`src/rtl/door_input_conditioner.sv`:
```
// Front end for the door-control FSM: synchronises and debounces the four raw field
// inputs, stretches presence with a hold-open timer and flags a sticky dual-limit fault.
module door_input_conditioner #(
  parameter int unsigned SYNC_STAGES     = 2,
  parameter int unsigned DEBOUNCE_CYCLES = 16,
  parameter int unsigned HOLD_CYCLES     = 64
) (
  input  logic clk,
  input  logic rst_n,
  input  logic ena,
  input  logic sen_raw,
  input  logic se_raw,
  input  logic la_raw,
  input  logic lc_raw,
  input  logic fault_clr,
  output logic sen_clean,
  output logic sen_hold,
  output logic se_clean,
  output logic la_clean,
  output logic lc_clean,
  output logic sen_rise,
  output logic limit_fault
);

  localparam int unsigned NCH    = 4;
  localparam int unsigned CNT_W  = (DEBOUNCE_CYCLES > 1) ? $clog2(DEBOUNCE_CYCLES) : 1;
  localparam int unsigned HOLD_W = $clog2(HOLD_CYCLES + 1);
  localparam logic [CNT_W-1:0]  CNT_LAST  = CNT_W'(DEBOUNCE_CYCLES - 1);
  localparam logic [HOLD_W-1:0] HOLD_LOAD = HOLD_W'(HOLD_CYCLES);

  // Channel order: 0 presence, 1 safety, 2 open limit, 3 closed limit.
  logic [NCH-1:0] raw;
  logic [NCH-1:0] clean;
  logic [NCH-1:0] clean_nxt;

  assign raw = {lc_raw, la_raw, se_raw, sen_raw};

  for (genvar g = 0; g < NCH; g++) begin : g_chan
    logic [SYNC_STAGES-1:0] sync_q;
    logic [SYNC_STAGES-1:0] sync_d;
    logic                   stable_q;
    logic                   stable_d;
    logic [CNT_W-1:0]       cnt_q;
    logic [CNT_W-1:0]       cnt_d;
    logic                   sync_out;

    assign sync_out = sync_q[SYNC_STAGES-1];

    always_comb begin
      sync_d   = {sync_q[SYNC_STAGES-2:0], raw[g]};
      stable_d = stable_q;
      cnt_d    = '0;
      // The count only advances while the synchronised level disagrees with the
      // stable level, so any agreeing sample restarts the qualification window.
      if (sync_out != stable_q) begin
        if (cnt_q == CNT_LAST) begin
          stable_d = sync_out;
        end else begin
          cnt_d = cnt_q + CNT_W'(1);
        end
      end
    end

    always_ff @(posedge clk or negedge rst_n) begin
      if (!rst_n) begin
        sync_q   <= '0;
        stable_q <= 1'b0;
        cnt_q    <= '0;
      end else if (ena) begin
        sync_q   <= sync_d;
        stable_q <= stable_d;
        cnt_q    <= cnt_d;
      end
    end

    assign clean[g]     = stable_q;
    assign clean_nxt[g] = stable_d;
  end

  logic [HOLD_W-1:0] hold_q;
  logic [HOLD_W-1:0] hold_d;
  logic              rise_q;
  logic              rise_d;
  logic              fault_q;
  logic              fault_d;

  always_comb begin
    hold_d = hold_q;
    if (clean[0]) begin
      hold_d = HOLD_LOAD;
    end else if (hold_q != '0) begin
      hold_d = hold_q - HOLD_W'(1);
    end
    rise_d  = clean_nxt[0] & ~clean[0];
    // Set term is OR-ed last so a persisting fault survives a simultaneous clear.
    fault_d = (fault_q & ~fault_clr) | (clean[2] & clean[3]);
  end

  always_ff @(posedge clk or negedge rst_n) begin
    if (!rst_n) begin
      hold_q  <= '0;
      rise_q  <= 1'b0;
      fault_q <= 1'b0;
    end else if (ena) begin
      hold_q  <= hold_d;
      rise_q  <= rise_d;
      fault_q <= fault_d;
    end else begin
      rise_q  <= 1'b0;
    end
  end

  assign sen_clean   = clean[0];
  assign sen_hold    = clean[0] | (hold_q != '0);
  assign se_clean    = clean[1];
  assign la_clean    = clean[2];
  assign lc_clean    = clean[3];
  assign sen_rise    = rise_q;
  assign limit_fault = fault_q;

endmodule

```
`config.mk`:
```
export PLATFORM = sky130hd
export DESIGN_NAME = door_input_conditioner
export DESIGN_NICKNAME = d
export VERILOG_FILES = /design/src/rtl/door_input_conditioner.sv
export SDC_FILE = /design/constraint.sdc
export NUM_CORES = 1
export LEC_CHECK = 0
export ABC_AREA = 1
export CAP_MARGIN = 20
export CORE_UTILIZATION = 61
export DETAILED_ROUTE_END_ITERATION = 6
export HOLD_SLACK_MARGIN = 0.08
export PLACE_DENSITY = 0.8
export RECOVER_POWER = 100
export SLEW_MARGIN = 20
export SYNTH_ARGS = -nofsm -noshare
export SYNTH_HDL_FRONTEND = slang
export SYNTH_SLANG_ARGS = --single-unit
```
`constraint.sdc`:
```
create_clock -name clk -period 4 [get_ports clk]
set_clock_uncertainty 0.2 [all_clocks]
set_input_delay 0.4 -clock clk [delete_from_list [all_inputs] [get_ports clk]]
set_output_delay 0.4 -clock clk [all_outputs]
set_load 0.01 [all_outputs]
```
==> run summary, run 1 <==
- **source of the worst register-to-register timing path** hold_q[0]
- **Die Width** 56.6 um
- **power density over the cells** 482 mW/mm^2
- **synthesized area per cell** 9.00 sq um
- **Setup Buffers After CTS** 0
- **mean routed wirelength per cell** 13.1 um
- **CORE AREA** 0.00278 sq mm
- **antenna violations before repair** 0
- **TNS Setup** 0 ns
- **Min-Delay Startpoint** g_chan[1].sync_q[0]
- **Worst Reg2Reg Path Length in Cells** 9
- **initial detailed-routing violation count** 73
- **I/O Buffers** 14
- **critical-path maximum fanout** 6
- **required time at the endpoint of the critical path** 3.40 ns
- **grt total ovfl** 0
- **net count of the finished layout** 232
- **diode count** 0
- **global-route usage over all layers** 24.5%
- **Post-Place Cells** 243
- **VDD IR-drop max** 0.000497 V
- **CTS HTree Levels** 2
- **count of hold buffers inserted by post-cts repair** 0
- **clock latency on the worst-skew pair** 0.33 ns
- **root buffer selected by CTS** sky130_fd_sc_hd__clkbuf_4
- **Hold Path Depth** 2
- **kind of launch point of the worst setup path** flip-flop
- **first-pass GRT wire length** 5.92 mm
- **Post-route DRC** 0
- **post-route worst setup slack** 1.35 ns
- **Max Buffers Root-to-Sink** 2
- **largest net degree at the start of global routing** 38
- **nature of the critical path endpoint** output pin
- **post-synthesis cell type count** 28
- **RSZ-0062 raised after global routing** false
- **DP Worst Slack** 1.56 ns
- **final WL** 3.29 mm
- **vias in the first global route** 1440
- **maxcap violations** 1
- **Finished Cell Area** 0.00198 sq mm
- **Clock Sinks** 37
- **Post-Syn Area** 0.00182 sq mm
- **TritonCTS clock tree** yes
- **Worst Setup Path Type** flip-flop to output pin
- **height of the die** 56.6 um
- **end of the worst register-to-register path** hold_q[1]
- **placement-stage cell area** 0.00197 sq mm
- **Tot Pwr** 0.955 mW
- **routed vias/inst** 5.56
- **post-route ant nets** 0
- **Area Overhead vs Synth** 9.02%
- **Fmax** 0.378 GHz
- **flop-to-flop setup slack** 1.95 ns
- **fraction of layout cells with a size suffix above 1** 7.73%
- **vias post-DR** 1396
- **end point of the worst hold path** g_chan[1].sync_q[0]
- **final number of hold-violating endpoints** 0
- **violations in the final reports** capacitance limit, slew limit
- **fin crit period** 2.65 ns
- **Clock transition at path regs** 0.10 ns
- **placed wire-length estimate** 2.32 mm
- **reported leakage power** 0.986 nW
- **classification of the worst-slack hold path** flip-flop to flip-flop
- **ports placed on the boundary** 15
- **global placer's final weighted congestion** 0.773
- **proportion of synthesized chip area in sequential cells** 50.9%
- **max-slew headroom at the worst pin** -32.0%
- **post-synthesis instance total** 202
- **Post-Syn Nets** 215
- **Synth warnings** 0
- **number of buffers created by CTS** 5
- **number of detailed-route iterations in the first pass** 4
- **total setup violations reported at the end of the flow** 0
- **final count of pins violating max slew** 38
- **initial core utilization** 65.4%
- **worst-margin pin slew** 1.98 ns
- **Yosys reg bits** 37
- **cell row count** 19
- **run status** finished with violations
- **overall die area** 0.00320 sq mm
- **number of gates resized after CTS** 0
- **data arrival time of the critical path** 2.05 ns
- **post-route clock period utilization** 66.2%
- **Non-Filler Instances** 251
## cell families after synthesis
| group | after synthesis | synth area share, % |
|---|---|---|
| adder cells (fa/ha/maj) | 5 | 3.44 |
| buffers and inverters | 24 | 6.33 |
| XOR/XNOR | 10 | 4.82 |
| flip-flops | 37 | 50.9 |
| AND/OR/NAND/NOR | 100 | 26.4 |
| AO/OA/AOI/OAI | 26 | 8.05 |
## flip-flops by register name, indices dropped and copies added (netlist names)
| name | flops |
|---|---|
| hold_q | 7 |
| lc_clean | 1 |
| se_clean | 1 |
| limit_fault | 1 |
| g_chan.sync_q | 8 |
| g_chan.cnt_q | 16 |
| la_clean | 1 |
| sen_clean | 1 |
| sen_rise | 1 |
## routing by layer
layer	vias to the layer above	share of wire [%]	track usage, %
met5	-	0	0
met4	0	2.4	10.8
met3	7	4.0	7.14
met2	36	49	40.8
met1	662	45	29.4
li1	691	-	-
## stage by stage
step / utilization, % / hold slack [ns]
after floorplan: - / -0.0956
after global placement: 70.7 / 0.255
after detailed placement: 70.7 / 0.266
after CTS: 72.5 / 0.286
after global routing: 71.3 / 0.313
final: 71.3 / 0.291
## power breakdown
part	total (mW)	leakage (nW)	switching, mW	internal (mW)
clock network	0.183	0.0265	0.113	0.0701
logic	0.278	0.478	0.169	0.110
registers	0.494	0.481	0.0555	0.438
total	0.955	0.986	0.337	0.618
## cells in the mapped netlist
master                    count  area [sq um]
sky130_fd_sc_hd__a21oi_1      6          30.0
sky130_fd_sc_hd__a22o_1       1          8.76
sky130_fd_sc_hd__a32o_1       1          10.0
sky130_fd_sc_hd__buf_2        3          15.0
sky130_fd_sc_hd__buf_4        1          7.51
sky130_fd_sc_hd__buf_6        2          22.5
sky130_fd_sc_hd__dfrtp_1     37           926
sky130_fd_sc_hd__ha_1         5          62.6
sky130_fd_sc_hd__inv_1       14          52.6
sky130_fd_sc_hd__inv_2        3          11.3
sky130_fd_sc_hd__inv_4        1          6.26
sky130_fd_sc_hd__nand2_1     50           188
sky130_fd_sc_hd__nand2_2      2          12.5
sky130_fd_sc_hd__nand2_4      1          11.3
sky130_fd_sc_hd__nand2_8      1          20.0
sky130_fd_sc_hd__nand3_1     18          90.1
sky130_fd_sc_hd__nand3_2      2          20.0
sky130_fd_sc_hd__nand4_1      6          37.5
sky130_fd_sc_hd__nor2_1      11          41.3
sky130_fd_sc_hd__nor2_2       3          18.8
sky130_fd_sc_hd__nor2_4       1          11.3
sky130_fd_sc_hd__nor3_1       3          15.0
sky130_fd_sc_hd__nor3b_1      2          15.0
sky130_fd_sc_hd__o21ai_0      9          45.0
sky130_fd_sc_hd__o21ai_1      7          35.0
sky130_fd_sc_hd__o21ai_2      2          17.5
sky130_fd_sc_hd__xnor2_1      2          17.5
sky130_fd_sc_hd__xor2_1       8          70.1
## worst max-delay path by stage
stage | startpoint | to | slack (ns)
2_1_floorplan | hold_q[0] | sen_hold | 2.40
3_3_place_gp | ena | sen_rise | 1.59
3_5_place_dp | ena | sen_clean | 1.56
4_1_cts | hold_q[0] | sen_hold | 1.43
5_1_grt | rst_n | g_chan[2].cnt_q[1] | 1.10
6_report | hold_q[0] | sen_hold | 1.35
## layout by cell type (no fill, tap or decap), types with 5 or more instances in the layout
cell type / count
sky130_fd_sc_hd__a21oi_1: 6
sky130_fd_sc_hd__clkbuf_1: 5
sky130_fd_sc_hd__clkbuf_4: 5
sky130_fd_sc_hd__clkdlybuf4s50_1: 5
sky130_fd_sc_hd__dfrtp_1: 37
sky130_fd_sc_hd__dlygate4sd3_1: 9
sky130_fd_sc_hd__ha_1: 5
sky130_fd_sc_hd__inv_1: 14
sky130_fd_sc_hd__nand2_1: 51
sky130_fd_sc_hd__nand3_1: 18
sky130_fd_sc_hd__nand4_1: 6
sky130_fd_sc_hd__nor2_1: 13
sky130_fd_sc_hd__o21ai_0: 16
sky130_fd_sc_hd__xor2_1: 8
## final cells by class
| type | count | area, sq um |
|---|---|---|
| fill | 215 | 800 |
| tap | 31 | 38.8 |
| sequential | 37 | 926 |
| clock buffer | 8 | 48.8 |
| timing repair buffer | 16 | 148 |
| multi-input combinational | 141 | 752 |
| inverter | 18 | 68.8 |
## worst max-delay path: stages (launching register included)
cell                            delay (ns)
sky130_fd_sc_hd__dfrtp_1              0.39
sky130_fd_sc_hd__inv_1                0.15
sky130_fd_sc_hd__ha_1                 0.31
sky130_fd_sc_hd__nand2_2              0.10
sky130_fd_sc_hd__nor2_4               0.11
sky130_fd_sc_hd__nand2_4              0.06
sky130_fd_sc_hd__dlygate4sd3_1        0.60
Note: power is estimated with default switching activity, not from simulation.
==> inputs of run 2 (changes only) <==
CORE_UTILIZATION = 51   (was 61)
PLACE_DENSITY = 0.71   (was 0.8)
clock period = 2.26 ns   (was 4 ns; I/O delays follow)
==> run 2 against run 1 <==
The run now ends clean; global-route usage down 4.9 points; critical endpoint unchanged; clock-buffer cell count decreased by 1; cell count up 6.4%; largest power group unchanged; die area rose by 19%; power up 93%; cell area grew 3.2%; sequential share of layout area down 1.5 points; register-to-register slack got worse by 1.5 ns.
==> run summary, run 2 (synthesis results as in run 1) <==
- **run status** finished clean
- **required time at the endpoint of the critical path** 1.83 ns, -1.57 ns
- **cell row count** 21, +2
- **Area Overhead vs Synth** 12.5%
- **max-slew headroom at the worst pin** 41.7%, +74 points
- **initial core utilization** 54.1%, -11 points
- **Hold Slack** 0.223 ns, -0.0680 ns
- **Finished Cell Area** 0.00205 sq mm, +3.2%
- **clock latency on the worst-skew pair** 0.33 ns, about the same
- **Die Width** 61.7 um, +9.0%
- **Post-route DRC** 0, unchanged
- **global placer's final weighted congestion** 0.746, -3.5%
- **CTS HTree Levels** 2, unchanged
- **height of the die** 61.7 um, +9.0%
- **TNS Setup** 0 ns, unchanged
- **net count of the finished layout** 233, +0.43%
- **antenna violations before repair** 0, unchanged
- **global-route usage over all layers** 19.6%, -4.9 points
- **data arrival time of the critical path** 1.57 ns, -0.48 ns
- **leading cell types in the layout, fill and taps excluded** sky130_fd_sc_hd__nand2_1 (52), sky130_fd_sc_hd__dfrtp_1 (37), sky130_fd_sc_hd__nand3_1 (18)
- **Tot Pwr** 1.85 mW, +93%
- **final number of hold-violating endpoints** 0, unchanged
- **CORE AREA** 0.00336 sq mm, +21%
- **fraction of layout cells with a size suffix above 1** 9.95%, +2.2 points
- **vias post-DR** 1386, -0.72%
- **registers with the most flip-flops** g_chan.cnt_q x16, g_chan.sync_q x8, hold_q x7
- **Fmax** 0.500 GHz
- **nature of the critical path endpoint** output pin
- **critical-path maximum fanout** 6, unchanged
- **reported leakage power** 1.01 nW, +2.4%
- **Max Buffers Root-to-Sink** 2, unchanged
- **maxcap violations** 0, -1
- **kind of launch point of the worst setup path** flip-flop
- **TritonCTS clock tree** yes
- **Worst Setup Path Type** flip-flop to output pin
- **Min-Delay Startpoint** lc_raw
- **final WL** 3.15 mm, -4.5%
- **initial detailed-routing violation count** 92, +26%
- **fin crit period** 2.00 ns
- **power density over the cells** 903 mW/mm^2, +87%
- **Clock Sinks** 37, unchanged
- **diode count** 0, unchanged
- **placed wire-length estimate** 2.31 mm, -0.19%
- **number of buffers created by CTS** 5, unchanged
- **number of detailed-route iterations in the first pass** 4, unchanged
- **first-pass GRT wire length** 5.48 mm, -7.5%
- **grt total ovfl** 0, unchanged
- **Worst setup startpoint** hold_q[0]
- **vias in the first global route** 1329, -7.7%
- **ports placed on the boundary** 15, unchanged
- **RSZ-0062 raised after global routing** false
- **number of flip-flops in the largest register** 16, unchanged
- **worst-margin pin slew** 0.875 ns, -1.11 ns
- **post-route ant nets** 0, unchanged
- **classification of the worst-slack hold path** primary input to flip-flop
- **largest net degree at the start of global routing** 38, unchanged
- **total setup violations reported at the end of the flow** 0, unchanged
- **placement-stage cell area** 0.00199 sq mm, +1.3%
- **mean routed wirelength per cell** 11.8 um, -10%
- **post-route clock period utilization** 88.5%
- **count of hold buffers inserted by post-cts repair** 0, unchanged
- **Final Core Density** 60.8%, -10 points
- **Clock transition at path regs** 0.11 ns, about the same
- **most common library cell in the layout ignoring fill and taps** sky130_fd_sc_hd__nand2_1
- **final count of pins violating max slew** 0, -100%
- **routed vias/inst** 5.19, -6.7%
- **I/O Buffers** 14, unchanged
- **VDD IR-drop max** 0.000483 V, -2.7%
- **Top reg by flops** g_chan.cnt_q
- **Setup Buffers After CTS** 0, unchanged
- **source of the worst register-to-register timing path** hold_q[0]
- **root buffer selected by CTS** sky130_fd_sc_hd__clkbuf_4
- **overall die area** 0.00381 sq mm, +19%
## run 2: cell count changes in the layout (fill, tap and decap cells not counted), sizes merged
cell	change
inv	+1
bufinv	+1
buf	+1
clkbuf	-1
dlymetal6s2s	+1
clkinvlp	-1
dlygate4sd3	-1
## run 2: power by group
group	switching (mW)	total [mW]	internal, mW
logic	0.293	0.492	0.198
registers	0.108	0.884	0.776
clock network	0.208	0.472	0.264
total	0.609	1.85	1.24
## run 2: stage by stage
step                std cells  setup slack [ns]
floorplan                 202             0.719
global placement          259             0.322
CTS                       267            0.0377
detailed placement        259             0.279
global route              267             0.126
finish                    267             0.260
## run 2: cell type report
cell class / count / area (sq um)
clock inverters: 1 / 30.0
well taps: 46 / 57.6
flip-flops and latches: 37 / 926
repair buffers: 17 / 159
inverters: 18 / 70.1
fillers: 326 / 1320
clock buffers: 7 / 55.1
multi-input cells: 141 / 748
## run 2: critical path, cell delays in order (launching register included)
cell	delay, ns
sky130_fd_sc_hd__dfrtp_1	0.41
sky130_fd_sc_hd__inv_2	0.10
sky130_fd_sc_hd__ha_1	0.27
sky130_fd_sc_hd__nand2_2	0.10
sky130_fd_sc_hd__nor2_4	0.07
sky130_fd_sc_hd__nand2_1	0.11
sky130_fd_sc_hd__dlymetal6s2s_1	0.19
## run 2: what timing repair did
action	in CTS	in global routing
hold endpoints to repair	0	0
setup endpoints to repair	1	1
gates resized for setup	3	1
## run 2: layer usage
| layer | wire length [um] | vias to the layer above | share of wire, % | global-route usage, % |
|---|---|---|---|---|
| li1 | - | 700 | - | - |
| met1 | 1400 | 664 | 45 | 23.2 |
| met2 | 1610 | 20 | 51 | 34.4 |
| met3 | 126 | 2 | 4.0 | 6.63 |
| met4 | 11 | 0 | 0.35 | 4.44 |
| met5 | 0 | - | 0 | 0 |
## run 2: worst paths after layout
| check | end | slack, ns | cells after the start |
|---|---|---|---|
| worst max-delay path | sen_hold | 0.26 | 6 |
| worst min-delay path | g_chan[3].sync_q[0] | 0.22 | 3 |
| worst max register to register | hold_q[1] | 0.45 | 9 |
| worst min register to register | g_chan[2].sync_q[0] | 0.28 | 2 |
| max in group asynchronous | g_chan[0].sync_q[1] | 0.99 | 2 |
| min in group asynchronous | hold_q[6] | 0.32 | 2 |
